File: src/rtl/i2c_reg_seq_pkg.sv
// Shared constants, state encoding and request step table for the I2C register-access sequencer.
package i2c_reg_seq_pkg;

    localparam logic [2:0] PRER_LO = 3'd0;
    localparam logic [2:0] PRER_HI = 3'd1;
    localparam logic [2:0] CTR     = 3'd2;
    localparam logic [2:0] TXR_RXR = 3'd3;
    localparam logic [2:0] CR_SR   = 3'd4;

    localparam int CR_STA  = 7;
    localparam int CR_STO  = 6;
    localparam int CR_RD   = 5;
    localparam int CR_WR   = 4;
    localparam int CR_ACK  = 3;
    localparam int CR_IACK = 0;

    localparam int SR_RXACK = 7;
    localparam int SR_BUSY  = 6;
    localparam int SR_TIP   = 1;
    localparam int SR_IF    = 0;

    localparam int CTR_EN  = 7;
    localparam int CTR_IEN = 6;

    localparam logic [7:0] CMD_STA_WR      = 8'h91;
    localparam logic [7:0] CMD_WR          = 8'h11;
    localparam logic [7:0] CMD_STO_WR      = 8'h51;
    localparam logic [7:0] CMD_STO_RD_NACK = 8'h69;
    localparam logic [7:0] CMD_STO         = 8'h41;

    localparam logic [1:0] ERR_OK      = 2'b00;
    localparam logic [1:0] ERR_NACK    = 2'b01;
    localparam logic [1:0] ERR_TIMEOUT = 2'b10;

    typedef enum logic [3:0] {
        ST_INIT_PL   = 4'd0,
        ST_INIT_PH   = 4'd1,
        ST_INIT_CTR  = 4'd2,
        ST_IDLE      = 4'd3,
        ST_WR_TXR    = 4'd4,
        ST_WR_CR     = 4'd5,
        ST_WAIT      = 4'd6,
        ST_RD_RXR    = 4'd7,
        ST_STOP_CR   = 4'd8,
        ST_STOP_WAIT = 4'd9,
        ST_RESP      = 4'd10
    } state_e;

    // Writes use steps 0..2, reads use steps 0..3 (step 3 has no TXR byte).
    function automatic logic [7:0] step_cr(input logic rd, input logic [1:0] step);
        logic [7:0] cr;
        case (step)
            2'd0:    cr = CMD_STA_WR;
            2'd1:    cr = CMD_WR;
            2'd2:    cr = rd ? CMD_STA_WR : CMD_STO_WR;
            default: cr = CMD_STO_RD_NACK;
        endcase
        return cr;
    endfunction

    function automatic logic [7:0] step_txr(input logic rd, input logic [1:0] step,
                                            input logic [6:0] dev, input logic [7:0] reg_addr,
                                            input logic [7:0] wdata);
        logic [7:0] txr;
        case (step)
            2'd0:    txr = {dev, 1'b0};
            2'd1:    txr = reg_addr;
            2'd2:    txr = rd ? {dev, 1'b1} : wdata;
            default: txr = 8'h00;
        endcase
        return txr;
    endfunction

    function automatic logic step_has_txr(input logic [1:0] step);
        return step != 2'd3;
    endfunction

    function automatic logic step_last(input logic rd, input logic [1:0] step);
        return rd ? (step == 2'd3) : (step == 2'd2);
    endfunction

endpackage

File: src/rtl/i2c_reg_seq_if.sv
// WISHBONE bus between the sequencer (master) and the byte-level I2C master core (slave).
interface i2c_reg_seq_if;
    logic [2:0] wb_adr_o;
    logic [7:0] wb_dat_o;
    logic [7:0] wb_dat_i;
    logic       wb_we_o;
    logic       wb_stb_o;
    logic       wb_cyc_o;
    logic       wb_ack_i;
    logic       wb_inta_i;

    modport master (
        output wb_adr_o, wb_dat_o, wb_we_o, wb_stb_o, wb_cyc_o,
        input  wb_dat_i, wb_ack_i, wb_inta_i
    );

    modport slave (
        input  wb_adr_o, wb_dat_o, wb_we_o, wb_stb_o, wb_cyc_o,
        output wb_dat_i, wb_ack_i, wb_inta_i
    );
endinterface

File: src/rtl/i2c_reg_seq_wbm.sv
// Single-access WISHBONE master: launches one cycle on start and reports done on the acknowledging edge.
module i2c_reg_seq_wbm (
    input  logic         clk,
    input  logic         rst_n,
    input  logic         start,
    input  logic [2:0]   addr,
    input  logic         we,
    input  logic [7:0]   wdata,
    output logic         busy,
    output logic         done,
    output logic [7:0]   rdata,
    i2c_reg_seq_if.master wb
);

    logic       cyc_r;
    logic       we_r;
    logic [2:0] adr_r;
    logic [7:0] dat_r;

    // Bus cycle register: address/data stay frozen while the cycle is open.
    always_ff @(posedge clk) begin
        if (!rst_n) begin
            cyc_r <= 1'b0;
            we_r  <= 1'b0;
            adr_r <= 3'd0;
            dat_r <= 8'h00;
        end else if (cyc_r) begin
            if (wb.wb_ack_i) begin
                cyc_r <= 1'b0;
                we_r  <= 1'b0;
            end
        end else if (start) begin
            cyc_r <= 1'b1;
            we_r  <= we;
            adr_r <= addr;
            dat_r <= wdata;
        end
    end

    assign busy  = cyc_r;
    assign done  = cyc_r && wb.wb_ack_i;
    assign rdata = wb.wb_dat_i;

    assign wb.wb_cyc_o = cyc_r;
    assign wb.wb_stb_o = cyc_r;
    assign wb.wb_we_o  = we_r;
    assign wb.wb_adr_o = adr_r;
    assign wb.wb_dat_o = dat_r;

endmodule

File: src/rtl/i2c_reg_seq.sv
// I2C register-access sequencer: turns one read/write request into the WISHBONE program for the I2C core.
// Build option I2C_REG_SEQ_IRQ_WAIT_EN: wait for the core interrupt instead of polling SR.
module i2c_reg_seq
    import i2c_reg_seq_pkg::*;
#(
    parameter logic [15:0] PRESCALE = 16'd99,
    parameter logic [15:0] POLL_MAX = 16'd65535
) (
    input  logic          wb_clk_i,
    input  logic          wb_rst_i,
    input  logic          req_valid,
    output logic          req_ready,
    input  logic          req_rd,
    input  logic [6:0]    req_dev,
    input  logic [7:0]    req_reg,
    input  logic [7:0]    req_wdata,
    output logic          rsp_valid,
    output logic [7:0]    rsp_rdata,
    output logic [1:0]    rsp_err,
    i2c_reg_seq_if.master wb
);

`ifdef I2C_REG_SEQ_IRQ_WAIT_EN
    localparam logic [7:0] CTR_INIT = 8'hC0;
`else
    localparam logic [7:0] CTR_INIT = 8'h80;
`endif

    state_e      state_r;
    logic        req_ready_r;
    logic        rsp_valid_r;
    logic [7:0]  rsp_rdata_r;
    logic [1:0]  rsp_err_r;
    logic        rd_r;
    logic [6:0]  dev_r;
    logic [7:0]  reg_r;
    logic [7:0]  wdata_r;
    logic [1:0]  step_r;
    logic [1:0]  err_r;
    logic [15:0] poll_cnt_r;
`ifdef I2C_REG_SEQ_IRQ_WAIT_EN
    logic        irq_seen_r;
`else
    logic        unused_inta_s;
    assign unused_inta_s = wb.wb_inta_i;
`endif

    logic        bus_start_s;
    logic [2:0]  bus_adr_s;
    logic        bus_we_s;
    logic [7:0]  bus_dat_s;
    logic        bus_busy_s;
    logic        bus_done_s;
    logic [7:0]  bus_rdata_s;
    logic [7:0]  cr_s;
    logic [1:0]  next_step_s;
    logic        last_s;
    logic        nack_s;
    logic        sr_if_s;
    logic        wait_tick_s;
    logic        timeout_s;

    // Bus access requested by the current state.
    always_comb begin
        bus_start_s = 1'b0;
        bus_adr_s   = 3'd0;
        bus_we_s    = 1'b0;
        bus_dat_s   = 8'h00;
        case (state_r)
            ST_INIT_PL: begin
                bus_start_s = 1'b1;
                bus_adr_s   = PRER_LO;
                bus_we_s    = 1'b1;
                bus_dat_s   = PRESCALE[7:0];
            end
            ST_INIT_PH: begin
                bus_start_s = 1'b1;
                bus_adr_s   = PRER_HI;
                bus_we_s    = 1'b1;
                bus_dat_s   = PRESCALE[15:8];
            end
            ST_INIT_CTR: begin
                bus_start_s = 1'b1;
                bus_adr_s   = CTR;
                bus_we_s    = 1'b1;
                bus_dat_s   = CTR_INIT;
            end
            ST_WR_TXR: begin
                bus_start_s = 1'b1;
                bus_adr_s   = TXR_RXR;
                bus_we_s    = 1'b1;
                bus_dat_s   = step_txr(rd_r, step_r, dev_r, reg_r, wdata_r);
            end
            ST_WR_CR: begin
                bus_start_s = 1'b1;
                bus_adr_s   = CR_SR;
                bus_we_s    = 1'b1;
                bus_dat_s   = step_cr(rd_r, step_r);
            end
            ST_WAIT: begin
`ifdef I2C_REG_SEQ_IRQ_WAIT_EN
                bus_start_s = irq_seen_r;
`else
                bus_start_s = 1'b1;
`endif
                bus_adr_s   = CR_SR;
            end
            ST_RD_RXR: begin
                bus_start_s = 1'b1;
                bus_adr_s   = TXR_RXR;
            end
            ST_STOP_CR: begin
                bus_start_s = 1'b1;
                bus_adr_s   = CR_SR;
                bus_we_s    = 1'b1;
                bus_dat_s   = CMD_STO;
            end
            ST_STOP_WAIT: begin
                bus_start_s = 1'b1;
                bus_adr_s   = CR_SR;
            end
            default: begin
                bus_start_s = 1'b0;
            end
        endcase
    end

    // Step decode and wait-loop qualifiers.
    always_comb begin
        cr_s        = step_cr(rd_r, step_r);
        next_step_s = step_r + 2'd1;
        last_s      = step_last(rd_r, step_r);
        nack_s      = cr_s[CR_WR] && bus_rdata_s[SR_RXACK];
        timeout_s   = (poll_cnt_r + 16'd1) == POLL_MAX;
`ifdef I2C_REG_SEQ_IRQ_WAIT_EN
        sr_if_s     = 1'b1;
        wait_tick_s = !irq_seen_r && !wb.wb_inta_i;
`else
        sr_if_s     = bus_rdata_s[SR_IF];
        wait_tick_s = bus_done_s;
`endif
    end

    i2c_reg_seq_wbm u_wbm (
        .clk   (wb_clk_i),
        .rst_n (wb_rst_i),
        .start (bus_start_s),
        .addr  (bus_adr_s),
        .we    (bus_we_s),
        .wdata (bus_dat_s),
        .busy  (bus_busy_s),
        .done  (bus_done_s),
        .rdata (bus_rdata_s),
        .wb    (wb)
    );

    // Sequencer FSM with registered request/response outputs.
    always_ff @(posedge wb_clk_i) begin
        if (!wb_rst_i) begin
            state_r     <= ST_INIT_PL;
            req_ready_r <= 1'b0;
            rsp_valid_r <= 1'b0;
            rsp_rdata_r <= 8'h00;
            rsp_err_r   <= ERR_OK;
            rd_r        <= 1'b0;
            dev_r       <= 7'd0;
            reg_r       <= 8'h00;
            wdata_r     <= 8'h00;
            step_r      <= 2'd0;
            err_r       <= ERR_OK;
            poll_cnt_r  <= 16'd0;
`ifdef I2C_REG_SEQ_IRQ_WAIT_EN
            irq_seen_r  <= 1'b0;
`endif
        end else begin
            case (state_r)
                ST_INIT_PL: if (bus_done_s) state_r <= ST_INIT_PH;
                ST_INIT_PH: if (bus_done_s) state_r <= ST_INIT_CTR;
                ST_INIT_CTR: begin
                    if (bus_done_s) begin
                        state_r     <= ST_IDLE;
                        req_ready_r <= 1'b1;
                    end
                end
                ST_IDLE: begin
                    if (req_valid && req_ready_r) begin
                        rd_r        <= req_rd;
                        dev_r       <= req_dev;
                        reg_r       <= req_reg;
                        wdata_r     <= req_wdata;
                        step_r      <= 2'd0;
                        err_r       <= ERR_OK;
                        req_ready_r <= 1'b0;
                        state_r     <= ST_WR_TXR;
                    end
                end
                ST_WR_TXR: if (bus_done_s) state_r <= ST_WR_CR;
                ST_WR_CR: begin
                    if (bus_done_s) begin
                        poll_cnt_r <= 16'd0;
                        state_r    <= ST_WAIT;
                    end
                end
                ST_WAIT: begin
`ifdef I2C_REG_SEQ_IRQ_WAIT_EN
                    if (wb.wb_inta_i && !irq_seen_r) irq_seen_r <= 1'b1;
                    if (bus_done_s) irq_seen_r <= 1'b0;
`endif
                    if (bus_done_s && sr_if_s) begin
                        if (nack_s) begin
                            err_r   <= ERR_NACK;
                            state_r <= ST_STOP_CR;
                        end else if (last_s && rd_r) begin
                            state_r <= ST_RD_RXR;
                        end else if (last_s) begin
                            rsp_valid_r <= 1'b1;
                            rsp_err_r   <= ERR_OK;
                            state_r     <= ST_RESP;
                        end else begin
                            step_r  <= next_step_s;
                            state_r <= step_has_txr(next_step_s) ? ST_WR_TXR : ST_WR_CR;
                        end
                    end else if (wait_tick_s) begin
                        if (timeout_s) begin
                            err_r   <= ERR_TIMEOUT;
                            state_r <= ST_STOP_CR;
                        end else begin
                            poll_cnt_r <= poll_cnt_r + 16'd1;
                        end
                    end
                end
                ST_RD_RXR: begin
                    if (bus_done_s) begin
                        rsp_valid_r <= 1'b1;
                        rsp_err_r   <= ERR_OK;
                        rsp_rdata_r <= bus_rdata_s;
                        state_r     <= ST_RESP;
                    end
                end
                ST_STOP_CR: begin
                    if (bus_done_s) begin
                        poll_cnt_r <= 16'd0;
                        state_r    <= ST_STOP_WAIT;
                    end
                end
                ST_STOP_WAIT: begin
                    // A timeout here keeps the error that sent us down this path.
                    if (bus_done_s) begin
                        if (!bus_rdata_s[SR_BUSY] || timeout_s) begin
                            rsp_valid_r <= 1'b1;
                            rsp_err_r   <= err_r;
                            rsp_rdata_r <= 8'h00;
                            state_r     <= ST_RESP;
                        end else begin
                            poll_cnt_r <= poll_cnt_r + 16'd1;
                        end
                    end
                end
                ST_RESP: begin
                    rsp_valid_r <= 1'b0;
                    req_ready_r <= 1'b1;
                    state_r     <= ST_IDLE;
                end
                default: begin
                    state_r     <= ST_INIT_PL;
                    req_ready_r <= 1'b0;
                    rsp_valid_r <= 1'b0;
                end
            endcase
        end
    end

    logic unused_busy_s;
    assign unused_busy_s = bus_busy_s;

    assign req_ready = req_ready_r;
    assign rsp_valid = rsp_valid_r;
    assign rsp_rdata = rsp_rdata_r;
    assign rsp_err   = rsp_err_r;

endmodule
File: src/flat_wrapper.sv
// flat-port wrapper written by rule: the top's interface ports become plain ports
module i2c_reg_seq_flat import i2c_reg_seq_pkg::*;
#(
    parameter logic [15:0] PRESCALE = 16'd99,
    parameter logic [15:0] POLL_MAX = 16'd65535
)
  (wb_clk_i, wb_rst_i, req_valid, req_ready, req_rd, req_dev, req_reg, req_wdata, rsp_valid, rsp_rdata, rsp_err, wb_wb_adr_o, wb_wb_dat_o, wb_wb_we_o, wb_wb_stb_o, wb_wb_cyc_o, wb_wb_dat_i, wb_wb_ack_i, wb_wb_inta_i);
  i2c_reg_seq_if wb_i ();
  input  logic wb_clk_i;
  input  logic wb_rst_i;
  input  logic req_valid;
  output logic req_ready;
  input  logic req_rd;
  input  logic [6:0] req_dev;
  input  logic [7:0] req_reg;
  input  logic [7:0] req_wdata;
  output logic rsp_valid;
  output logic [7:0] rsp_rdata;
  output logic [1:0] rsp_err;
  output wire logic [$bits(wb_i.wb_adr_o)-1:0] wb_wb_adr_o;
  output wire logic [$bits(wb_i.wb_dat_o)-1:0] wb_wb_dat_o;
  output wire logic [$bits(wb_i.wb_we_o)-1:0] wb_wb_we_o;
  output wire logic [$bits(wb_i.wb_stb_o)-1:0] wb_wb_stb_o;
  output wire logic [$bits(wb_i.wb_cyc_o)-1:0] wb_wb_cyc_o;
  input wire logic [$bits(wb_i.wb_dat_i)-1:0] wb_wb_dat_i;
  input wire logic [$bits(wb_i.wb_ack_i)-1:0] wb_wb_ack_i;
  input wire logic [$bits(wb_i.wb_inta_i)-1:0] wb_wb_inta_i;
  assign wb_wb_adr_o = wb_i.wb_adr_o;
  assign wb_wb_dat_o = wb_i.wb_dat_o;
  assign wb_wb_we_o = wb_i.wb_we_o;
  assign wb_wb_stb_o = wb_i.wb_stb_o;
  assign wb_wb_cyc_o = wb_i.wb_cyc_o;
  assign wb_i.wb_dat_i = wb_wb_dat_i;
  assign wb_i.wb_ack_i = wb_wb_ack_i;
  assign wb_i.wb_inta_i = wb_wb_inta_i;
  i2c_reg_seq #(.PRESCALE(PRESCALE), .POLL_MAX(POLL_MAX)) u_core (.wb_clk_i(wb_clk_i), .wb_rst_i(wb_rst_i), .req_valid(req_valid), .req_ready(req_ready), .req_rd(req_rd), .req_dev(req_dev), .req_reg(req_reg), .req_wdata(req_wdata), .rsp_valid(rsp_valid), .rsp_rdata(rsp_rdata), .rsp_err(rsp_err), .wb(wb_i));
endmodule
File: config.mk
export PLATFORM = sky130hd
export DESIGN_NAME = i2c_reg_seq_flat
export DESIGN_NICKNAME = d
export VERILOG_FILES = /design/src/rtl/i2c_reg_seq_pkg.sv /design/src/rtl/i2c_reg_seq_if.sv /design/src/rtl/i2c_reg_seq_wbm.sv /design/src/rtl/i2c_reg_seq.sv /design/src/flat_wrapper.sv
export SDC_FILE = /design/constraint.sdc
export NUM_CORES = 1
export LEC_CHECK = 0
export BUFFER_PORTS_ARGS = -buffer_cell sky130_fd_sc_hd__buf_2
export CAP_MARGIN = 20
export CORE_MARGIN = 5
export CORE_UTILIZATION = 50
export DETAILED_ROUTE_END_ITERATION = 10
export MAX_ROUTING_LAYER = met4
export PLACE_DENSITY = 0.72
export SYNTH_ARGS = -nofsm -noshare
export SYNTH_HDL_FRONTEND = slang
export SYNTH_SLANG_ARGS = --single-unit
File: constraint.sdc
create_clock -name wb_clk_i -period 4.19 [get_ports wb_clk_i]
set_clock_uncertainty 0.05 [all_clocks]
set_input_delay 0.2095 -clock wb_clk_i [delete_from_list [all_inputs] [get_ports wb_clk_i]]
set_output_delay 0.2095 -clock wb_clk_i [all_outputs]
set_load 0.005 [all_outputs]
==> run summary, run 1 <==
Outcome = completed
Synth area leader = dfxtp_1
Unrepaired setup endpoints after global routing = false
Register area = 1461 um2
Power share of the clock group = 0.429
Residual DRC = 0
Worst vdd ir = 196.1 uV
DIE AREA = 9552 um2
Least-Margin Pin Slew = 0.9200 ns
Hold/Removal Path Class = input pin to flip-flop
Syn nets = 534
Synth-to-layout area growth = 14.82%
Leakage power = 1.586 nW
Root Driver = clkbuf_8
Syn_area_per_cell = 7.854 um2
Row count = 32
Crit Path Max Fanout = 24
Io pins = 63
WL met1 = 4.353 mm
DR WL/cell = 15.41 um
Top FF cell, synth = dfxtp_1
Top-area cell type share of the netlist area = 0.3797
Pwr Density = 323.1 nW/um2
Share of cells above drive strength 1 = 0.1756
1st-iter DRT viols = 344
Clk sinks = 73
# Post-CTS Setup Buffers = 0
Register bit total from synthesis = 73
Worst slew margin = 0.3867
Arrival time worst endpoint = 3.18 ns
H-tree depth = 3
F_max = 338.5 MHz
Hpwl dp = 6.979 mm
WL met3 = 455 um
Setup Crit Path Kind = flip-flop to flip-flop
Final instance area = 4419 um2
Uppermost layer routed = met4
Comb power frac = 0.074
Sequential Power Share = 0.497
Die H = 97.74 um
CTS buffer count = 9
Hold Fails Final Rpt = 0
Post_cts resized = 0
Period utilization = 0.7050
Total number of vias = 3784
Worst Setup Start Kind = flip-flop
Vias in the first global route = 3563
CP endpoint kind = flip-flop
Final-report setup violation count = 0
Cell Area, Placed = 4200 um2
# fillers = 727
Int Pwr = 1.080 mW
Clock transition at path regs = 0.08 ns
Top cells by area, synth = dfxtp_1 (38%), a21oi_1 (8.6%), nand2_1 (7.2%)
Final ANT Viol Nets = 0
Core area = 7607 um2
Worst-skew pair later-pin latency = 0.35 ns
Setup TNS = 0 ns
Multi-input gate area = 2220 um2
TritonCTS clock tree = built
Post-synth EDFFs = 0
CTS Buffer Depth = 2
Final net count = 580
IO buf count = 61
Slew Viols, Final = 0
Post-CTS Hold Fix Bufs = 0
First-pass GRT wire length = 16.86 mm
Pin count of the biggest net entering global routing = 54
Initial antenna violation count = 0
Fraction of registers with async set/reset = 0
WL final = 9.911 mm
Yosys warning count = 0
Fin crit period = 2.954 ns
Initial Util = 0.5059
Distinct cells, synth = 63
First drt pass iteration count = 5
GRT Util Overall = 0.2164
MaxCap Viol Count = 0
NetSw = 0.3480 mW
CP required = 4.42 ns
Seq/Total Area, Yosys = 0.3797
Syn Inst Count = 490
Switching share of power = 0.2437
Antenna Cells = 0
Die width = 97.74 um
Gp weighted congestion = 0.9123
DR vias/cell = 5.885
Met2 routed WL = 4.909 mm
Remaining Overflow, GRT = 0
Post-Syn Area = 3849 um2
-- final timing paths --
kind,from,end,slack (ns),cells past startpoint
max,u_core.state_r[3],u_core.poll_cnt_r[12],1.24,5
min reg2reg,u_core.u_wbm.wb.wb_dat_o[7],u_core.u_wbm.wb.wb_dat_o[7],0.41,2
min,wb_wb_dat_i[3],u_core.rsp_rdata[3],0.03,2
max reg2reg,u_core.state_r[3],u_core.poll_cnt_r[12],1.24,5
-- power groups by stage --
stage          logic [mW]  registers, mW  clock network (mW)
2_1_floorplan      0.0646          0.725                   0
3_3_place_gp        0.105          0.726                   0
3_5_place_dp        0.106          0.726                   0
4_1_cts             0.106          0.710               0.621
5_1_grt             0.118          0.711               0.657
6_report            0.106          0.710               0.612
-- layout by cell type, fill, tap and decap left out, types with 4 or more instances in the layout --
| cell type | instances |
|---|---|
| nor2_1 | 31 |
| inv_1 | 9 |
| ha_1 | 7 |
| clkbuf_8 | 9 |
| o21ai_1 | 15 |
| o21ai_0 | 18 |
| and3_1 | 5 |
| or3_1 | 11 |
| nand3_1 | 17 |
| a22o_1 | 9 |
| dfxtp_1 | 73 |
| nand2b_1 | 7 |
| o31ai_1 | 4 |
| a21oi_1 | 66 |
| mux2i_1 | 5 |
| a31oi_1 | 6 |
| buf_2 | 61 |
| nand2_1 | 74 |
| nor2b_1 | 4 |
| or2_1 | 4 |
| o21a_1 | 4 |
| buf_4 | 6 |
| and2_1 | 6 |
| nor3_1 | 12 |
| a222oi_1 | 4 |
| or3b_1 | 4 |
-- synth_stat cells (5+ instances only) --
library cell,count
a22o_1,9
inv_1,9
ha_1,7
nand2_1,74
clkbuf_1,29
a21oi_1,66
mux2i_1,5
a31oi_1,6
nor3_1,12
nand2b_1,7
and2_1,6
and3_1,5
nand3_1,17
o21ai_0,18
nor2_1,31
dfxtp_1,73
o21ai_1,15
or3_1,11
-- kinds of logic (layout without fill, tap and decap cells) --
kind of cell / after synthesis / after routing / synth area share
AOI/OAI and AO/OA: 161 / 161 / 0.2741
adders and majority gates: 7 / 7 / 0.02276
buffers and inverters: 43 / 94 / 0.04356
and+or+nand+nor: 197 / 197 / 0.2578
DFF: 73 / 73 / 0.3797
xor gates and xnor gates: 4 / 4 / 0.009104
muxes: 5 / 5 / 0.01300
-- layer usage --
layer / global-route usage / vias up
met3: 0.03143 / 20
met5: - / -
met2: 0.3574 / 105
li1: - / 1870
met4: 0.07774 / 0
met1: 0.2700 / 1789
-- registers in the layout (all words and copies together), names as in the netlist, 2 cells and up --
register and count:
u_core.dev_r 7, u_core.u_wbm.wb.wb_adr_o 3, u_core.poll_cnt_r 16, u_core.reg_r 8, u_core.step_r 2, u_core.rsp_rdata 8, u_core.rsp_err 2, u_core.state_r 4
u_core.err_r 2, u_core.wdata_r 8, u_core.u_wbm.wb.wb_dat_o 8
-- final cells by class --
class	instances	share of cell area
multi-input cells	374	0.5023
flip-flops and latches	73	0.3307
repair buffers	67	0.07928
well taps	102	0.02888
clock buffers	9	0.02803
clock inverters	7	0.02152
inverters	11	0.009343
-- worst max-delay path, cell delays in order (launching register included) --
cell	delay, ns
dfxtp_1	0.80
nor3b_1	0.50
o221ai_1	0.45
or3_1	0.54
or3b_1	0.40
a21oi_1	0.14
-- per-stage QoR --
step                      utilization  total power [mW]  setup slack, ns  cells  hold slack [ns]
after floorplan                     -            0.7891            1.893    490           0.2924
after global placement         0.5521            0.8310            1.389    627           0.3786
after detailed placement       0.5521            0.8317            1.305    627           0.3857
after CTS                      0.5809             1.437            1.275    643          0.01962
after global routing           0.5809             1.486            1.045    643          0.02395
final                          0.5809             1.428            1.236    643          0.02657
No activity file was read; power rests on OpenSTA's default activity.
==> run 2: changes to the inputs <==
--- a/config.mk
+++ b/config.mk
@@ -11,7 +11,7 @@
 export CORE_UTILIZATION = 50
 export DETAILED_ROUTE_END_ITERATION = 10
 export MAX_ROUTING_LAYER = met4
-export PLACE_DENSITY = 0.72
+export PLACE_DENSITY = 0.75
 export SYNTH_ARGS = -nofsm -noshare
 export SYNTH_HDL_FRONTEND = slang
 export SYNTH_SLANG_ARGS = --single-unit
==> constraint.sdc (replaced) <==
create_clock -name wb_clk_i -period 2.7 [get_ports wb_clk_i]
set_clock_uncertainty 0.05 [all_clocks]
set_input_delay 0.135 -clock wb_clk_i [delete_from_list [all_inputs] [get_ports wb_clk_i]]
set_output_delay 0.135 -clock wb_clk_i [all_outputs]
set_load 0.005 [all_outputs]
==> run 2 against run 1 <==
Against the previous run: count of clock-buffer cells in the layout grew 3; global-route usage increased by 1.1 points; sequential power rose by 55%; routed wire length up 7.1%; non-clock buffer count is 38 higher; worst setup slack worse by 1.1 ns; final cell count increased by 5.9%; cell area is 8.9% higher; flip-flop and latch count did not move; largest power group unchanged; highest routed layer unchanged.
==> run summary, run 2 (synthesis results as in run 1) <==
Outcome = completed
Post-Route Utilization = 0.6329 (+0.05197)
Power share of the clock group = 0.454 (+0.025)
Clk sinks = 73 (unchanged)
CP bufs+invs = 0 (unchanged)
# fillers = 672 (-7.6%)
Int Pwr = 1.854 mW (+72%)
Switching share of power = 0.2246 (-0.01910)
Post-CTS Hold Fix Bufs = 30 (+30)
Setup TNS = 0 ns (unchanged)
Most frequent cells in the layout = nand2_1 (74), dfxtp_1 (73), a21oi_1 (66)
Row count = 32 (unchanged)
Gp weighted congestion = 0.8817 (-3.4%)
Most common cell after layout, fill and taps aside = nand2_1
Antenna Cells = 0 (unchanged)
Setup Crit Path Kind = flip-flop to flip-flop
Final worst slack = 0.1643 ns (-1.072 ns)
Period utilization = 0.9392 (+0.2342)
Sequential Power Share = 0.460 (-0.037)
Unrepaired setup endpoints after global routing = false
Io pins = 63 (unchanged)
Pwr Density = 496.6 nW/um2 (+54%)
GRT Util Overall = 0.2276 (+0.01114)
# Post-CTS Setup Buffers = 0 (unchanged)
Max reg flops = 16 (unchanged)
CTS buffer count = 9 (unchanged)
Worst slack at placement = 0.1901 ns (-1.114 ns)
DR vias/cell = 5.747 (-2.3%)
CP endpoint kind = flip-flop
Synth-to-layout area growth = 25.10%
Hold/Removal Path Class = input pin to flip-flop
Share of cells above drive strength 1 = 0.1762 (+0.0005651)
Top reg by flops = u_core.poll_cnt_r
Pin count of the biggest net entering global routing = 37 (-31%)
Total number of vias = 3914 (+3.4%)
MaxCap Viol Count = 0 (unchanged)
H-tree depth = 3 (unchanged)
Hpwl dp = 7.145 mm (+2.4%)
Residual DRC = 0 (unchanged)
Final instance area = 4815 um2 (+8.9%)
Worst-skew pair later-pin latency = 0.35 ns (about the same)
First-pass GRT wire length = 17.73 mm (+5.2%)
Hold Fails Final Rpt = 0 (unchanged)
First drt pass iteration count = 7 (+2)
Delay-heaviest family, CP = compound AO/OA/AOI/OAI gates
Fin crit period = 2.536 ns (-0.4182 ns)
Initial Util = 0.5059 (unchanged)
Crit-path cells = ha_1 -> and3_1 -> nand3_2 -> a2111oi_4 -> nand2_4 -> o311a_4 -> a22o_1
Least-Margin Pin Slew = 0.6269 ns (-0.2931 ns)
Pwr Total = 2.391 mW (+67%)
Crit Path Max Fanout = 8 (-67%)
Worst vdd ir = 330.6 uV (+69%)
Slowest CP cell = a2111oi_4
Critical Path Max Stage Delay = 0.52 ns (-0.28 ns)
Final ANT Viol Nets = 0 (unchanged)
NetSw = 0.5371 mW (+54%)
Clock transition at path regs = 0.08 ns (about the same)
Final net count = 618 (+6.6%)
Die width = 97.74 um (unchanged)
DIE AREA = 9552 um2 (unchanged)
Post_cts resized = 0 (unchanged)
CP required = 2.89 ns (-1.53 ns)
CTS Buffer Depth = 2 (unchanged)
F_max = 394.4 MHz (+16%)
Hold Slack = 0.06346 ns (+0.03689 ns)
Die H = 97.74 um (unchanged)
TritonCTS clock tree = built
Root Driver = clkbuf_8
Final-report setup violation count = 0 (unchanged)
Cell Area, Placed = 4260 um2 (+1.4%)
Vias in the first global route = 3686 (+3.5%)
IO buf count = 61 (unchanged)
Worst slew margin = 0.5815 (+0.1948)
1st-iter DRT viols = 295 (-14%)
Dpl cells = 635 (+1.3%)
Layout Cells excl Fill = 681 (+5.9%)
DR WL/cell = 15.59 um (+1.1%)
Comb power frac = 0.086 (+0.012)
Core area = 7607 um2 (unchanged)
Arrival time worst endpoint = 2.73 ns (-0.45 ns)
Initial antenna violation count = 0 (unchanged)
Remaining Overflow, GRT = 0 (unchanged)
Slew Viols, Final = 0 (unchanged)
Worst Setup Start Kind = flip-flop
WL final = 10.62 mm (+7.1%)
Leakage power = 1.769 nW (+12%)
## run 2: changes by cell type in the layout (fill, tap and decap cells not counted), moves of 2 or more
cell / delta
buf_4: +8
clkbuf_8: +2
clkinv_2: -2
dlygate4sd3_1: +30
## run 2: metal layers
layer | GRT usage | routed length (um)
met1 | 0.2773 | 4593
met5 | - | 0
met2 | 0.3864 | 5281
met4 | 0.07774 | 199
met3 | 0.03214 | 542
## run 2: final cells by class
type / instances / area [um2] / share of cell area
Clock buffer: 12 / 155.1 / 0.03222
Clock inverter: 4 / 98.84 / 0.02053
Inverter: 11 / 41.29 / 0.008576
Multi-Input combinational cell: 374 / 2220 / 0.4610
Sequential cell: 73 / 1461 / 0.3035
Tap cell: 102 / 127.6 / 0.02651
Timing Repair Buffer: 105 / 710.7 / 0.1476
## run 2: worst register-to-register path, delay by kind of cell (launching register included)
family                   cells  cell delay [ns]
AO/OA/AOI/OAI                3             1.17
AND/OR/NAND/NOR              3             0.51
flip-flops                   1             0.43
adder cells (fa/ha/maj)      1             0.28
## run 2: final timing paths
kind	start	endpoint	slack, ns	cells after the start
max reg2reg	u_core.poll_cnt_r[0]	u_core.rsp_rdata[5]	0.16	7
min	wb_wb_dat_i[0]	u_core.rsp_rdata[0]	0.06	2
max	u_core.poll_cnt_r[0]	u_core.rsp_rdata[5]	0.16	7
min reg2reg	u_core.reg_r[0]	u_core.reg_r[0]	0.41	2
## run 2: power by group through the flow
stage          sequential, mW  combinational (mW)  clock (mW)
2_1_floorplan            1.12               0.100           0
3_3_place_gp             1.12               0.168           0
3_5_place_dp             1.12               0.169           0
4_1_cts                  1.10               0.203        1.10
5_1_grt                  1.10               0.226        1.14
6_report                 1.10               0.206        1.09
